## config.mk

```make
export PLATFORM = sky130hd
export DESIGN_NAME = seg_display_arbiter
export DESIGN_NICKNAME = d
export VERILOG_FILES = /design/src/rtl/seg_display_arbiter.sv
export SDC_FILE = /design/constraint.sdc
export NUM_CORES = 1
export LEC_CHECK = 0
export CORE_MARGIN = 8
export CORE_UTILIZATION = 49
export DETAILED_ROUTE_END_ITERATION = 8
export GPL_ROUTABILITY_DRIVEN = 1
export PLACE_DENSITY_LB_ADDON = 0.05
export SYNTH_ARGS = -nofsm -noshare
export SYNTH_HDL_FRONTEND = slang
export SYNTH_SLANG_ARGS = --single-unit
```

## constraint.sdc

```tcl
create_clock -name clk -period 2.15 [get_ports clk]
set_clock_uncertainty 0.2 [all_clocks]
set_input_delay 0.215 -clock clk [delete_from_list [all_inputs] [get_ports clk]]
set_output_delay 0.215 -clock clk [all_outputs]
set_load 0.03 [all_outputs]
```

## src/rtl/seg_display_arbiter.sv

```systemverilog
// -----------------------------------------------------------------------------
// seg_display_arbiter
//
// Shares an 8-digit seven-segment display between two independent writers.
// Holds an 8 x 4-bit hex digit buffer. It accepts single-digit writes from two
// requesters through a round-robin req/ack handshake. It also time-multiplexes
// the buffer onto the shared active-low digit-enable and segment lines.
//
// Parameters
//   SCAN_DIV : clock cycles each digit stays lit (>= 2)
//
// Ports
//   clk           : single clock, rising-edge
//   rst           : asynchronous active-high reset
//   a_req         : requester A write request, held until a_ack
//   a_idx[2:0]    : requester A target digit
//   a_data[3:0]   : requester A hex value
//   a_ack         : one-cycle pulse, A's write committed
//   b_req/b_idx/b_data/b_ack : requester B, same meaning as A
//   blank[7:0]    : per-digit blank mask, bit i = 1 suppresses digit i
//   led_en[7:0]   : digit enables, active-low one-hot
//   led[6:0]      : segments, active-low {g,f,e,d,c,b,a}
// -----------------------------------------------------------------------------
module seg_display_arbiter #(
    parameter int SCAN_DIV = 4
) (
    input  logic       clk,
    input  logic       rst,
    input  logic       a_req,
    input  logic [2:0] a_idx,
    input  logic [3:0] a_data,
    output logic       a_ack,
    input  logic       b_req,
    input  logic [2:0] b_idx,
    input  logic [3:0] b_data,
    output logic       b_ack,
    input  logic [7:0] blank,
    output logic [7:0] led_en,
    output logic [6:0] led
);

    localparam int PW = (SCAN_DIV > 2) ? $clog2(SCAN_DIV) : 1;
    localparam logic [PW-1:0] PRESC_LAST = PW'(SCAN_DIV - 1);

    typedef enum logic {
        PRIO_A = 1'b0,
        PRIO_B = 1'b1
    } prio_t;

    // ------------------------------------------------------------------
    // State
    // ------------------------------------------------------------------
    logic [3:0]    buf_q [8];
    prio_t         prio_q;
    logic          a_ack_q;
    logic          b_ack_q;
    logic [PW-1:0] presc_q;
    logic [2:0]    digit_q;
    logic [7:0]    led_en_q;
    logic [6:0]    led_q;

    // ------------------------------------------------------------------
    // Arbitration
    // ------------------------------------------------------------------
    // A port whose ack is currently high has just been served. Masking it
    // here stops a held req from writing a second time during its ack cycle.
    logic a_elig;
    logic b_elig;
    logic grant_a;
    logic grant_b;
    prio_t prio_d;

    assign a_elig  = a_req & ~a_ack_q;
    assign b_elig  = b_req & ~b_ack_q;
    assign grant_a = a_elig & (~b_elig | (prio_q == PRIO_A));
    assign grant_b = b_elig & (~a_elig | (prio_q == PRIO_B));

    always_comb begin
        prio_d = prio_q;
        if (grant_a) begin
            prio_d = PRIO_B;
        end else if (grant_b) begin
            prio_d = PRIO_A;
        end
    end

    // Write port into the digit buffer. At most one grant exists per cycle.
    logic       wr_any;
    logic [2:0] wr_idx;
    logic [3:0] wr_data;
    logic [7:0] wr_en;

    assign wr_any  = grant_a | grant_b;
    assign wr_idx  = grant_a ? a_idx  : b_idx;
    assign wr_data = grant_a ? a_data : b_data;

    genvar gi;
    generate
        for (gi = 0; gi < 8; gi++) begin : g_wr_en
            assign wr_en[gi] = wr_any && (wr_idx == 3'(gi));
        end
    endgenerate

    always_ff @(posedge clk or posedge rst) begin
        if (rst) begin
            for (int i = 0; i < 8; i++) begin
                buf_q[i] <= 4'h0;
            end
        end else begin
            for (int i = 0; i < 8; i++) begin
                if (wr_en[i]) begin
                    buf_q[i] <= wr_data;
                end
            end
        end
    end

    always_ff @(posedge clk or posedge rst) begin
        if (rst) begin
            prio_q  <= PRIO_A;
            a_ack_q <= 1'b0;
            b_ack_q <= 1'b0;
        end else begin
            prio_q  <= prio_d;
            a_ack_q <= grant_a;
            b_ack_q <= grant_b;
        end
    end

    assign a_ack = a_ack_q;
    assign b_ack = b_ack_q;

    // ------------------------------------------------------------------
    // Scanner: prescaler and digit index
    // ------------------------------------------------------------------
    logic [PW-1:0] presc_d;
    logic [2:0]    digit_d;

    always_comb begin
        presc_d = presc_q + 1'b1;
        digit_d = digit_q;
        if (presc_q == PRESC_LAST) begin
            presc_d = '0;
            digit_d = digit_q + 3'd1;
        end
    end

    always_ff @(posedge clk or posedge rst) begin
        if (rst) begin
            presc_q <= '0;
            digit_q <= 3'd0;
        end else begin
            presc_q <= presc_d;
            digit_q <= digit_d;
        end
    end

    // ------------------------------------------------------------------
    // Display decode, registered so the pins never glitch
    // ------------------------------------------------------------------
    function automatic logic [6:0] hex_font(input logic [3:0] v);
        logic [6:0] seg;
        case (v)
            4'h0:    seg = 7'h40;
            4'h1:    seg = 7'h79;
            4'h2:    seg = 7'h24;
            4'h3:    seg = 7'h30;
            4'h4:    seg = 7'h19;
            4'h5:    seg = 7'h12;
            4'h6:    seg = 7'h02;
            4'h7:    seg = 7'h78;
            4'h8:    seg = 7'h00;
            4'h9:    seg = 7'h10;
            4'hA:    seg = 7'h08;
            4'hB:    seg = 7'h03;
            4'hC:    seg = 7'h46;
            4'hD:    seg = 7'h21;
            4'hE:    seg = 7'h06;
            default: seg = 7'h0E;
        endcase
        return seg;
    endfunction

    logic [7:0] led_en_d;
    logic [6:0] led_d;

    always_comb begin
        led_en_d = 8'hFF;
        led_d    = 7'h7F;
        if (!blank[digit_q]) begin
            led_en_d = ~(8'h01 << digit_q);
            led_d    = hex_font(buf_q[digit_q]);
        end
    end

    always_ff @(posedge clk or posedge rst) begin
        if (rst) begin
            led_en_q <= 8'hFF;
            led_q    <= 7'h7F;
        end else begin
            led_en_q <= led_en_d;
            led_q    <= led_d;
        end
    end

    assign led_en = led_en_q;
    assign led    = led_q;

endmodule

```

==> results.json <==
{
  "antenna_found_initial": 0,
  "timing.final.crit_share_pct": 103.6,
  "synth_mux_area_share_pct": 22.99,
  "dieArea_mm2": 0.008652,
  "p_per_area_mw_per_mm2": 910.8,
  "portBuffers": 42,
  "cp.buffers_inverters": 1,
  "arrival_ns": 2.27,
  "cts_made_buffers": 5,
  "grt_pass1_vias": 2282,
  "timing.setup.tns_ns": -0.4371,
  "area_delta_synth_final_pct": 35.73,
  "synth_sequential_area_ratio_pct": 48.00,
  "synthXorXnorAreaFrac_pct": 0.6027,
  "wl_per_cell_um": 16.10,
  "avgSynthCellArea_um2": 12.06,
  "dp_slack_ns": -0.3118,
  "synthTopCellsByArea": "dfrtp_1, dfstp_2, mux2_1, ha_1, mux4_2",
  "required_ns": 2.19,
  "clk_pin_slew_ns": 0.10,
  "worstPathCellList": "mux4_2 -> mux2i_4 -> inv_2 -> ha_4 -> a21boi_4 -> a221o_1",
  "startpoint_type": "flop",
  "die_w_um": 93.02,
  "grt_first_pass_wirelength_mm": 11.23,
  "drtIter0Drc": 69,
  "yosys.area.top_type": "dfrtp_1",
  "overflow": 0,
  "pin_count": 43,
  "path_delay_family": "multiplexers",
  "async_flop_share_pct": 100.0,
  "vias": 2121,
  "min_path_type": "reg2reg",
  "syn_inst": 241,
  "ir_drop_mv": 0.5051,
  "netlist_area_mm2": 0.002907,
  "cts_tree": "yes",
  "drv_cap": 0,
  "diodes": 0,
  "clock_latency_ns": 0.31,
  "path_max_fanout": 5,
  "status": "finished with violations",
  "leakage_uw": 0.001686,
  "synth_top_family_by_area": "multiplexers",
  "cts-root-buf": "clkbuf_8",
  "die_y_um": 93.02,
  "fp-row-count": 28,
  "report.final.setup_viol": 7,
  "fmax_mhz": 448.8,
  "drive_gt1_share_pct": 33.23,
  "vias_per_cell": 5.303,
  "synth_compound_area_share_pct": 7.361,
  "ys.flop_type": "dfrtp_1",
  "syn-num-nets": 280,
  "clock_sinks": 55,
  "yosysTopAreaCellShare_pct": 34.44,
  "power_uw": 3593,
  "crit_type": "reg2reg",
  "final_nets": 363,
  "endpoint_kind": "flop",
  "hold_violations": 0,
  "gp_congestion": 0.8470,
  "slew_headroom_pct": 74.08,
  "ys_warn_count": 0,
  "fillerInstances": 456,
  "critical-path-slowest-cell": "mux4_2",
  "clockBufferDepth": 2,
  "synth_cell_type_count": 45,
  "htreeDepth": 2,
  "dpl.hpwl_mm": 4.889,
  "rsz0062_at_grt": "true",
  "start_util_pct": 49.98,
  "worst_pin_slew_ns": 0.3883,
  "drv_slew": 0,
  "drcViolationCount": 0,
  "coreArea_mm2": 0.005816,
  "grt_max_degree": 40,
  "failed_checks": "negative setup slack",
  "placed_cells": 389,
  "max_stage_delay_ns": 0.57,
  "synth_edf_count": 0,
  "synthAdderAreaFrac_pct": 5.596,
  "fin_crit_ns": 2.228,
  "worst_slack_ns": -0.07834,
  "ant_nets": 0,
  "fin_cells": 400,
  "drt-total-wl_mm": 6.439,
  "grtUsageTotal_pct": 16.07,
  "drt-pass1-iter-count": 4,
  "ys_seq_elements": 55,
  "synthSimpleGateAreaFrac_pct": 12.40
}
## metal layers
metal  GRT usage (%)  part of all wire (%)
met5               0                     0
met2           26.51                    50
met3           4.167                   5.3
met4           5.772                   1.1
met1           19.88                    44
## state kept, by name, summed over array words and instances (netlist names)
signal	count
led_en	8
led	7
a_ack	1
buf_q	32
b_ack	1
presc_q	2
prio_q	1
digit_q	3
## logic make-up (layout without fill, tap and decap cells)
family	count (synthesis)	count (layout)
DFF	55	55
buffers and inverters	16	100
AOI/OAI and AO/OA	31	31
adders and majority gates	13	13
xor gates and xnor gates	2	2
and+or+nand+nor	72	72
muxes	52	52
## synth_stat cells, types with 3 or more instances
library cell / count
o21ai_1: 5
nand3_1: 5
o21ai_0: 3
mux2i_1: 8
mux4_2: 7
or4b_1: 3
dfstp_2: 15
nor3_1: 4
a21oi_1: 5
inv_1: 6
a211oi_1: 3
nand2_1: 31
nor2_1: 10
nor2b_1: 5
dfrtp_1: 40
buf_6: 3
ha_1: 13
inv_2: 3
mux2_1: 33
a221o_1: 3
## cell usage in the layout (no fill, tap or decap), drive strengths merged, types with 2 or more instances in the layout
master / instances
nand2b: 2
nand2: 31
inv: 10
or4b: 3
o21ai: 9
nor3: 4
and4b: 2
a21oi: 7
and2: 2
buf: 40
nand3b: 2
clkinv: 2
ha: 13
a211oi: 3
dfrtp: 40
mux4: 7
nor2: 11
mux2: 35
o211ai: 2
mux2i: 10
dfstp: 15
clkbuf: 5
a221o: 3
nor2b: 5
nor4: 2
nand3: 5
nand4: 2
a21o: 2
clkdlybuf4s50: 42
## power by group
part	switching, uW	total [uW]	internal [uW]
Combinational	688	1470	778
Sequential	163	1550	1390
Clock	344	575	230
Total	1200	3590	2400
## per-stage QoR
step	instance area [um2]	hold WS (ns)	utilization [%]
2_1_floorplan	2958	0.1989	-
3_3_place_gp	3715	0.2143	63.88
3_5_place_dp	3715	0.2162	63.88
4_1_cts	3882	0.2385	66.76
5_1_grt	3945	0.2881	67.84
6_report	3945	0.2391	67.84
## layout make-up
cell class	count	area (um2)	area share (%)
multi-input combinational	170	1577	39.96
sequential	55	1399	35.46
timing repair buffer	83	754.5	19.12
tap	75	93.84	2.379
clock buffer	5	68.82	1.744
inverter	9	33.78	0.8563
clock inverter	3	18.77	0.4757
## final timing paths
kind	start	to	slack [ns]	depth (start not counted)
setup / recovery	digit_q[1]	led[2]	-0.08	6
hold / removal	presc_q[0]	presc_q[0]	0.24	1
max in group asynchronous	rst	b_ack	0.63	4
setup reg to reg	digit_q[1]	led[2]	-0.08	6
min in group asynchronous	rst	presc_q[0]	0.58	3
hold reg to reg	presc_q[0]	presc_q[0]	0.24	1
## timing repair
action	4_1_cts	5_1_grt
hold buffers	1	0
pin swaps	6	4
buffers inserted	2	0
gates cloned	0	0
endpoints found under the hold margin	1	0
resized for setup	10	15
setup endpoints to repair	15	17
Power figures use the tool's default switching activity.
